## src/rtl/d8_pkg.sv

```systemverilog
// d8_pkg: shared types and constants for the d8 memory subsystem
// (FSM state encoding, requester port indices, default address/data widths).
package d8_pkg;

    typedef enum logic [1:0] {
        ST_IDLE  = 2'd0,
        ST_ISSUE = 2'd1,
        ST_RESP  = 2'd2
    } d8_state_e;

    localparam logic PORT_CPU = 1'b0;
    localparam logic PORT_DBG = 1'b1;

    localparam int D8_AW = 8;
    localparam int D8_DW = 8;

endpackage

```

## src/rtl/d8_rr_pick.sv

```systemverilog
// d8_rr_pick: combinational two-way selector, round-robin against last_grant
// or fixed priority to port 0 when fixed_prio is set.
module d8_rr_pick
    import d8_pkg::*;
(
    input  logic [1:0] req,
    input  logic       last_grant,
    input  logic       fixed_prio,
    output logic       grant
);

    // With no request the output is a don't-care; PORT_CPU keeps it defined.
    always_comb begin
        grant = PORT_CPU;
        if (req == 2'b11) begin
            grant = fixed_prio ? PORT_CPU : ~last_grant;
        end else if (req[1]) begin
            grant = PORT_DBG;
        end
    end

endmodule

```

## src/rtl/d8_mem_arb.sv

```systemverilog
// d8_mem_arb: two-requester arbiter in front of the single-port d8 memory.
// Define D8_MEM_ARB_LOCK_EN to add m0_lock/m1_lock ownership holding.
module d8_mem_arb
    import d8_pkg::*;
#(
    parameter int AW         = D8_AW,
    parameter int DW         = D8_DW,
    parameter bit FIXED_PRIO = 1'b0
) (
    input  logic          sys_clk,
    input  logic          sys_rst,
    input  logic          m0_req,
    input  logic          m0_we,
    input  logic [AW-1:0] m0_addr,
    input  logic [DW-1:0] m0_wdata,
`ifdef D8_MEM_ARB_LOCK_EN
    input  logic          m0_lock,
`endif
    output logic          m0_ack,
    output logic [DW-1:0] m0_rdata,
    input  logic          m1_req,
    input  logic          m1_we,
    input  logic [AW-1:0] m1_addr,
    input  logic [DW-1:0] m1_wdata,
`ifdef D8_MEM_ARB_LOCK_EN
    input  logic          m1_lock,
`endif
    output logic          m1_ack,
    output logic [DW-1:0] m1_rdata,
    output logic          mem_en,
    output logic          mem_we,
    output logic [AW-1:0] mem_addr,
    output logic [DW-1:0] mem_wdata,
    input  logic [DW-1:0] mem_rdata,
    output logic [1:0]    dbg_state
);

    // Handshake: a requester raises req with we/addr/wdata and holds them all
    // stable until it sees its one-cycle ack; req still high after ack is a new request.

    d8_state_e     state_q, state_d;
    logic          owner_q, owner_d;
    logic          last_q, last_d;
    logic          xlock_q, xlock_d;
    logic          en_d, we_d, ack0_d, ack1_d;
    logic [AW-1:0] addr_d;
    logic [DW-1:0] wdata_d;
    logic [DW-1:0] rd0_q, rd0_d, rd1_q, rd1_d;
    logic [1:0]    req_v;
    logic          rr_grant, go, pick, skip_arb;

    assign req_v = {m1_req, m0_req};

    d8_rr_pick u_pick (
        .req        (req_v),
        .last_grant (last_q),
        .fixed_prio (FIXED_PRIO),
        .grant      (rr_grant)
    );

`ifdef D8_MEM_ARB_LOCK_EN
    logic hold_q;

    // Owner's lock is sampled at the end of its RESP cycle.
    always_ff @(posedge sys_clk) begin
        if (sys_rst) begin
            hold_q <= 1'b0;
        end else if (state_q == ST_RESP) begin
            hold_q <= (owner_q == PORT_DBG) ? m1_lock : m0_lock;
        end
    end

    assign go       = hold_q ? req_v[owner_q] : (|req_v);
    assign pick     = hold_q ? owner_q : rr_grant;
    assign skip_arb = hold_q;
`else
    assign go       = |req_v;
    assign pick     = rr_grant;
    assign skip_arb = 1'b0;
`endif

    always_comb begin
        state_d = state_q;
        owner_d = owner_q;
        last_d  = last_q;
        xlock_d = xlock_q;
        en_d    = 1'b0;
        we_d    = 1'b0;
        addr_d  = mem_addr;
        wdata_d = mem_wdata;
        ack0_d  = 1'b0;
        ack1_d  = 1'b0;
        rd0_d   = rd0_q;
        rd1_d   = rd1_q;
        case (state_q)
            ST_IDLE: begin
                if (go) begin
                    owner_d = pick;
                    xlock_d = skip_arb;
                    en_d    = 1'b1;
                    we_d    = (pick == PORT_DBG) ? m1_we    : m0_we;
                    addr_d  = (pick == PORT_DBG) ? m1_addr  : m0_addr;
                    wdata_d = (pick == PORT_DBG) ? m1_wdata : m0_wdata;
                    state_d = ST_ISSUE;
                end
            end
            ST_ISSUE: begin
                // Locked follow-on transfers leave the round-robin pointer alone.
                if (!xlock_q) begin
                    last_d = owner_q;
                end
                ack0_d  = (owner_q == PORT_CPU);
                ack1_d  = (owner_q == PORT_DBG);
                state_d = ST_RESP;
            end
            ST_RESP: begin
                if (owner_q == PORT_DBG) begin
                    rd1_d = mem_rdata;
                end else begin
                    rd0_d = mem_rdata;
                end
                state_d = ST_IDLE;
            end
            default: state_d = ST_IDLE;
        endcase
    end

    always_ff @(posedge sys_clk) begin
        if (sys_rst) begin
            state_q   <= ST_IDLE;
            owner_q   <= PORT_CPU;
            last_q    <= PORT_DBG;
            xlock_q   <= 1'b0;
            mem_en    <= 1'b0;
            mem_we    <= 1'b0;
            mem_addr  <= '0;
            mem_wdata <= '0;
            m0_ack    <= 1'b0;
            m1_ack    <= 1'b0;
            rd0_q     <= '0;
            rd1_q     <= '0;
        end else begin
            state_q   <= state_d;
            owner_q   <= owner_d;
            last_q    <= last_d;
            xlock_q   <= xlock_d;
            mem_en    <= en_d;
            mem_we    <= we_d;
            mem_addr  <= addr_d;
            mem_wdata <= wdata_d;
            m0_ack    <= ack0_d;
            m1_ack    <= ack1_d;
            rd0_q     <= rd0_d;
            rd1_q     <= rd1_d;
        end
    end

    // The memory's own output register supplies rdata during the ack cycle;
    // the captured copy holds it afterwards.
    assign m0_rdata  = m0_ack ? mem_rdata : rd0_q;
    assign m1_rdata  = m1_ack ? mem_rdata : rd1_q;
    assign dbg_state = state_q;

endmodule

```

## config.mk

```make
export PLATFORM = sky130hd
export DESIGN_NAME = d8_mem_arb
export DESIGN_NICKNAME = d
export VERILOG_FILES = /design/src/rtl/d8_pkg.sv /design/src/rtl/d8_rr_pick.sv /design/src/rtl/d8_mem_arb.sv
export SDC_FILE = /design/constraint.sdc
export NUM_CORES = 1
export LEC_CHECK = 0
export CORE_ASPECT_RATIO = 1.1
export CORE_MARGIN = 2
export CORE_UTILIZATION = 46
export CTS_BUF_LIST = sky130_fd_sc_hd__clkbuf_4 sky130_fd_sc_hd__clkbuf_8
export DETAILED_ROUTE_END_ITERATION = 12
export GPL_ROUTABILITY_DRIVEN = 1
export PLACE_DENSITY = 0.95
export SLEW_MARGIN = 15
export SYNTH_ARGS = -nofsm -noshare
export SYNTH_HDL_FRONTEND = slang
export SYNTH_SLANG_ARGS = --single-unit
```

## constraint.sdc

```tcl
create_clock -name sys_clk -period 2.3 [get_ports sys_clk]
set_input_delay 0.23 -clock sys_clk [delete_from_list [all_inputs] [get_ports sys_clk]]
set_output_delay 0.23 -clock sys_clk [all_outputs]
set_load 0.01 [all_outputs]
```

* After elaboration in Yosys (flattened, before gate mapping) *
Index checks and enable logic that the tools add are counted.

cells by class
  eq/ne operators = 4
  mux-type cells = 10
  bitwise operators = 5
  reductions and logical operators = 8

operators by type and width
  cell                                                                   count
  8-bit 2-to-1 mux                                                       4
  2-bit AND reduction                                                    3
  2-bit OR reduction                                                     3
  1-bit inverter                                                         5
  2-bit equality test, second input constant                             2
  1-bit 2-to-1 mux                                                       4
  2-bit case mux with 2 select lines                                     1
  3-bit OR reduction                                                     1
  2-bit by 1-bit equality test with 1-bit output, second input constant  1
  2-bit zero test                                                        1
  2-bit 2-to-1 mux                                                       1
  2-bit inequality test, second input constant                           1

storage, ports and cells
  flip-flop bits (word level) = 40
  input bits = 46
  output and inout port bits = 38
  logic and storage cells = 38

* Depth between registers and ports, before layout *
  word-level depth = 3
  mapped depth = 5
  depth with buffers taken out = 3

* By module *
A second synthesis with hierarchy kept.

second synthesis, totals
  cell total of the unflattened synthesis = 173
  area, all modules = 1804.2 um^2

modules (own cells, without submodules)
  module      instances  cells each  area each (um^2)  sequential area each (um^2)
  d8_mem_arb  1          171         1793.0            800.8
  d8_rr_pick  1          2           11.3              0.0

* Least setup slack after synthesis *
Ideal clock, no wire load.

  path kind = register -> output
  from = reg m0_ack
  to = out m0_rdata[0]
  arrival time = 1045 ps
  data required time = 2070 ps
  path slack = 1025 ps
  stages on the path, launching flop included = 3
  buffers on the path = 1
  path through = dfxtp_1 > clkbuf_1 > mux2_2

between the ends
  cells in the longest elaborated chain, start to end = 1

RTL lines
  what                    line               source
  start, declared         d8_mem_arb.sv:19   output logic m0_ack,
  start signal, assigned  d8_mem_arb.sv:151  m0_ack <= ack0_d;
  8-bit 2-to-1 mux        d8_mem_arb.sv:160  assign m0_rdata = m0_ack ? mem_rdata : rd0_q;
  end, declared           d8_mem_arb.sv:20   output logic [DW-1:0] m0_rdata,

No other way between the ends.

* Worst setup path in the final report *
  from = reg m1_ack
  to = out m1_rdata[6]

between the ends
  cells in the longest elaborated chain, start to end = 1

RTL lines
  what                    line               source
  start, declared         d8_mem_arb.sv:28   output logic m1_ack,
  start signal, assigned  d8_mem_arb.sv:152  m1_ack <= ack1_d;
  8-bit 2-to-1 mux        d8_mem_arb.sv:161  assign m1_rdata = m1_ack ? mem_rdata : rd1_q;
  end, declared           d8_mem_arb.sv:29   output logic [DW-1:0] m1_rdata,

No other way between the ends.

==> reports/qor.log <==
qor: drt.vias_per_cell 5.093
qor: drt.drt-met1-wl 1.745 mm
qor: placement.detailed_place_hpwl 3.190 mm
qor: clock_tree.path_clk_slew 70 ps
qor: clock_tree.clk_root_buffer_cell sky130_fd_sc_hd__clkbuf_8
qor: drt.drcViolationCount 0
qor: min_path.hp-class reg2reg
qor: global_routing.grt_first_pass_wirelength 7.176 mm
qor: timing.timing_max_transition_violations_final 0
qor: timing.final.period_utilization 0.8666
qor: cells_and_area.final_cells 321
qor: die.die-height 70.55 um
qor: power_and_ir_drop.static-leakage-power 1.105 nW
qor: setup_path.worstPathMaxFanout 9
qor: yosys.synthesis.instances 190
qor: setup_path.cp_data_arrival_time 1760 ps
qor: clock_tree.cts_hold_repair.buffers 0
qor: global_routing.initial_antenna_violation_count 0
qor: die.design.die.area 4550 um2
qor: global_routing.maximum_number_of_pins_on_one_net_before_global_route_repair 21
qor: flow_run.max_cap_viol_count 0
qor: timing.timing.slew.headroom 0.5126
qor: clock_tree.tritoncts.num_buffers 5
qor: timing.clock_skew 5.438 ps
qor: drt.ant_nets 0
qor: clock_tree.cts_resized 0
qor: global_routing.grt-ovfl-total 0
qor: clock_tree.cts.repair_timing.setup_buffer_count 0
qor: setup_path.setup.worst_path.start_class flop
qor: drt.met3RoutedLength 315 um
qor: cells_and_area.post-route-util 0.7119
qor: timing.setup_tns 0 ps
qor: power_and_ir_drop.worst_ir_drop_vdd 0.0003836 V
qor: global_routing.grt_usage 0.2017
qor: setup_path.worstSetupEndpointType output port
qor: clock_tree.htreeDepth 2
qor: timing.timing_hold_violations_final 0
qor: yosys.post_synth_instance_area 1852 um2
qor: drt.first_pass_iters 4
qor: drt.per_cell_routed_wire_length 13.42 um
qor: cells_and_area.fillerInstances 305
qor: timing.layout_min_cycle_time 1993 ps
qor: cells_and_area.layout.nets 314
qor: timing.setup_violation_total_in_the_final_timing_report 0
qor: cells_and_area.antenna-diode-count 0
qor: power_and_ir_drop.cellPowerDensity 600.5 nW/um2
qor: drt.wl_met2 2.192 mm
qor: drt.detail_route.iter0.violations 50
qor: die.placement_row_count 24
qor: timing.worst_slew_pin_tran 731.1 ps
qor: die.io_pins 84
qor: global_routing.grt_pass1_vias 1618
qor: setup_path.cp_data_required_time 2070 ps
qor: yosys.postSynthNetCount 236
qor: placement.place.port_buffers 83
qor: timing.grt_setup_unrepaired no
qor: clock_tree.clkLatencyLatePin 290 ps
qor: yosys.syn_avg_cell_area 9.746 um2
qor: clock_tree.cts_tree yes
qor: die.dieWidth 64.50 um
qor: yosys.synth-edff-count 0
qor: timing.fmaxAchievable 501.7 MHz
qor: placement.gp_congestion 0.6741
qor: placement.post-place-cells 313
qor: yosys.yosys_register_bits 40
qor: die.design.core.area 3904 um2
qor: run_status.run_status complete, no violations
qor: cells_and_area.area_growth 50.07%
qor: yosys.synth.distinct_cells 22
qor: setup_path.path_class reg2out
qor: cells_and_area.layout-drive-gt1-share 0.1561
qor: power_and_ir_drop.totalPowerFinal 1.669 mW
qor: drt.vias 1635
qor: drt.dr.max_layer_used met4
qor: yosys.part_of_the_yosys_area_used_for_sequential_elements 0.4324
qor: die.start_util 0.4744
qor: drt.drt-total-wl 4.309 mm
qor: yosys.synth-warning-count 0
qor: yosys.async_reset_ff_frac 0
qor: clock_tree.cts_sinks 40
qor: yosys.synth_ff_type sky130_fd_sc_hd__dfxtp_1
qor: clock_tree.cts_max_path_buffers 2
[cells by family after synthesis]
kind of cell,after synthesis,synth area share
AO/OA/AOI/OAI,36,0.1763
buffers and inverters,17,0.05608
flip-flops,40,0.4324
multiplexers,34,0.1946
AND/OR/NAND/NOR,63,0.1405
[final cells by class]
type / instances / area, um2 / share of cell area
multi-input combinational: 133 / 947.2 / 0.3408
sequential: 40 / 800.8 / 0.2882
clock buffer: 8 / 97.59 / 0.03512
timing repair buffer: 88 / 868.3 / 0.3125
tap: 52 / 65.06 / 0.02341
[final timing paths]
path,start,to,slack [ps],cells past startpoint
worst max-delay path,m1_ack,m1_rdata[6],310,2
worst min-delay path,rd0_q[0],rd0_q[0],500,2
worst max register to register,dbg_state[0],mem_addr[4],600,4
worst min register to register,rd0_q[0],rd0_q[0],500,2
[report_power, final]
part	leakage (nW)	switching, mW	internal [mW]
sequential	0.328	0.0317	0.742
clock	0.0523	0.227	0.268
combinational	0.725	0.170	0.231
total	1.10	0.428	1.24
[registers in the layout, indices dropped and copies added, names as in the netlist]
| name | count |
|---|---|
| last_q | 1 |
| mem_we | 1 |
| m1_ack | 1 |
| mem_addr | 8 |
| m0_ack | 1 |
| rd1_q | 8 |
| dbg_state | 2 |
| rd0_q | 8 |
| mem_en | 1 |
| owner_q | 1 |
| mem_wdata | 8 |
[critical path, cell delays in order (launching register included)]
cell and delay, ps:
sky130_fd_sc_hd__dfxtp_1 600, sky130_fd_sc_hd__mux2_2 390, sky130_fd_sc_hd__clkdlybuf4s50_1 480
[stage by stage]
stage	worst slack, ps	area [um2]	hold slack (ps)
6_report	306.8	2779	498.3
5_1_grt	243.2	2779	520.8
4_1_cts	292.1	2779	500.7
3_5_place_dp	393.0	2681	483.4
3_3_place_gp	435.6	2681	468.4
2_1_floorplan	1025	1852	373.9
[Yosys cell counts, types with 2 or more instances]
library cell	n	share of area
sky130_fd_sc_hd__dfxtp_1	40	0.43
sky130_fd_sc_hd__nand2_1	33	0.067
sky130_fd_sc_hd__nor2_1	20	0.041
sky130_fd_sc_hd__mux2i_1	18	0.097
sky130_fd_sc_hd__a21oi_1	17	0.046
sky130_fd_sc_hd__mux2_2	16	0.097
sky130_fd_sc_hd__a311oi_2	10	0.081
sky130_fd_sc_hd__a311oi_1	6	0.028
sky130_fd_sc_hd__clkbuf_1	6	0.012
sky130_fd_sc_hd__buf_2	5	0.014
sky130_fd_sc_hd__buf_4	4	0.016
sky130_fd_sc_hd__a21bo_2	2	0.011
sky130_fd_sc_hd__and2_1	2	0.0068
sky130_fd_sc_hd__nand2b_1	2	0.0068
sky130_fd_sc_hd__nor3_1	2	0.0054
[per-layer routing]
layer / global-route usage / up-vias
met5: 0 / -
met3: 0.06359 / 6
li1: - / 819
met2: 0.3646 / 63
met1: 0.2254 / 747
met4: 0.06147 / 0
[layout by cell type, fill, tap and decap left out]
cell,n
sky130_fd_sc_hd__a21boi_4,1
sky130_fd_sc_hd__nand3_1,1
sky130_fd_sc_hd__a21oi_1,17
sky130_fd_sc_hd__buf_4,5
sky130_fd_sc_hd__mux2i_1,18
sky130_fd_sc_hd__or2_1,1
sky130_fd_sc_hd__clkbuf_8,6
sky130_fd_sc_hd__nand2_1,33
sky130_fd_sc_hd__nor2_1,20
sky130_fd_sc_hd__nand2b_1,2
sky130_fd_sc_hd__nor3_1,2
sky130_fd_sc_hd__nand3b_1,1
sky130_fd_sc_hd__nor3b_1,1
sky130_fd_sc_hd__and2_1,2
sky130_fd_sc_hd__a311oi_2,10
sky130_fd_sc_hd__dfxtp_1,40
sky130_fd_sc_hd__mux2_2,16
sky130_fd_sc_hd__a21bo_2,2
sky130_fd_sc_hd__clkdlybuf4s50_1,83
sky130_fd_sc_hd__a311oi_1,6
sky130_fd_sc_hd__clkbuf_4,2
Note: power is estimated with default switching activity, not from simulation.
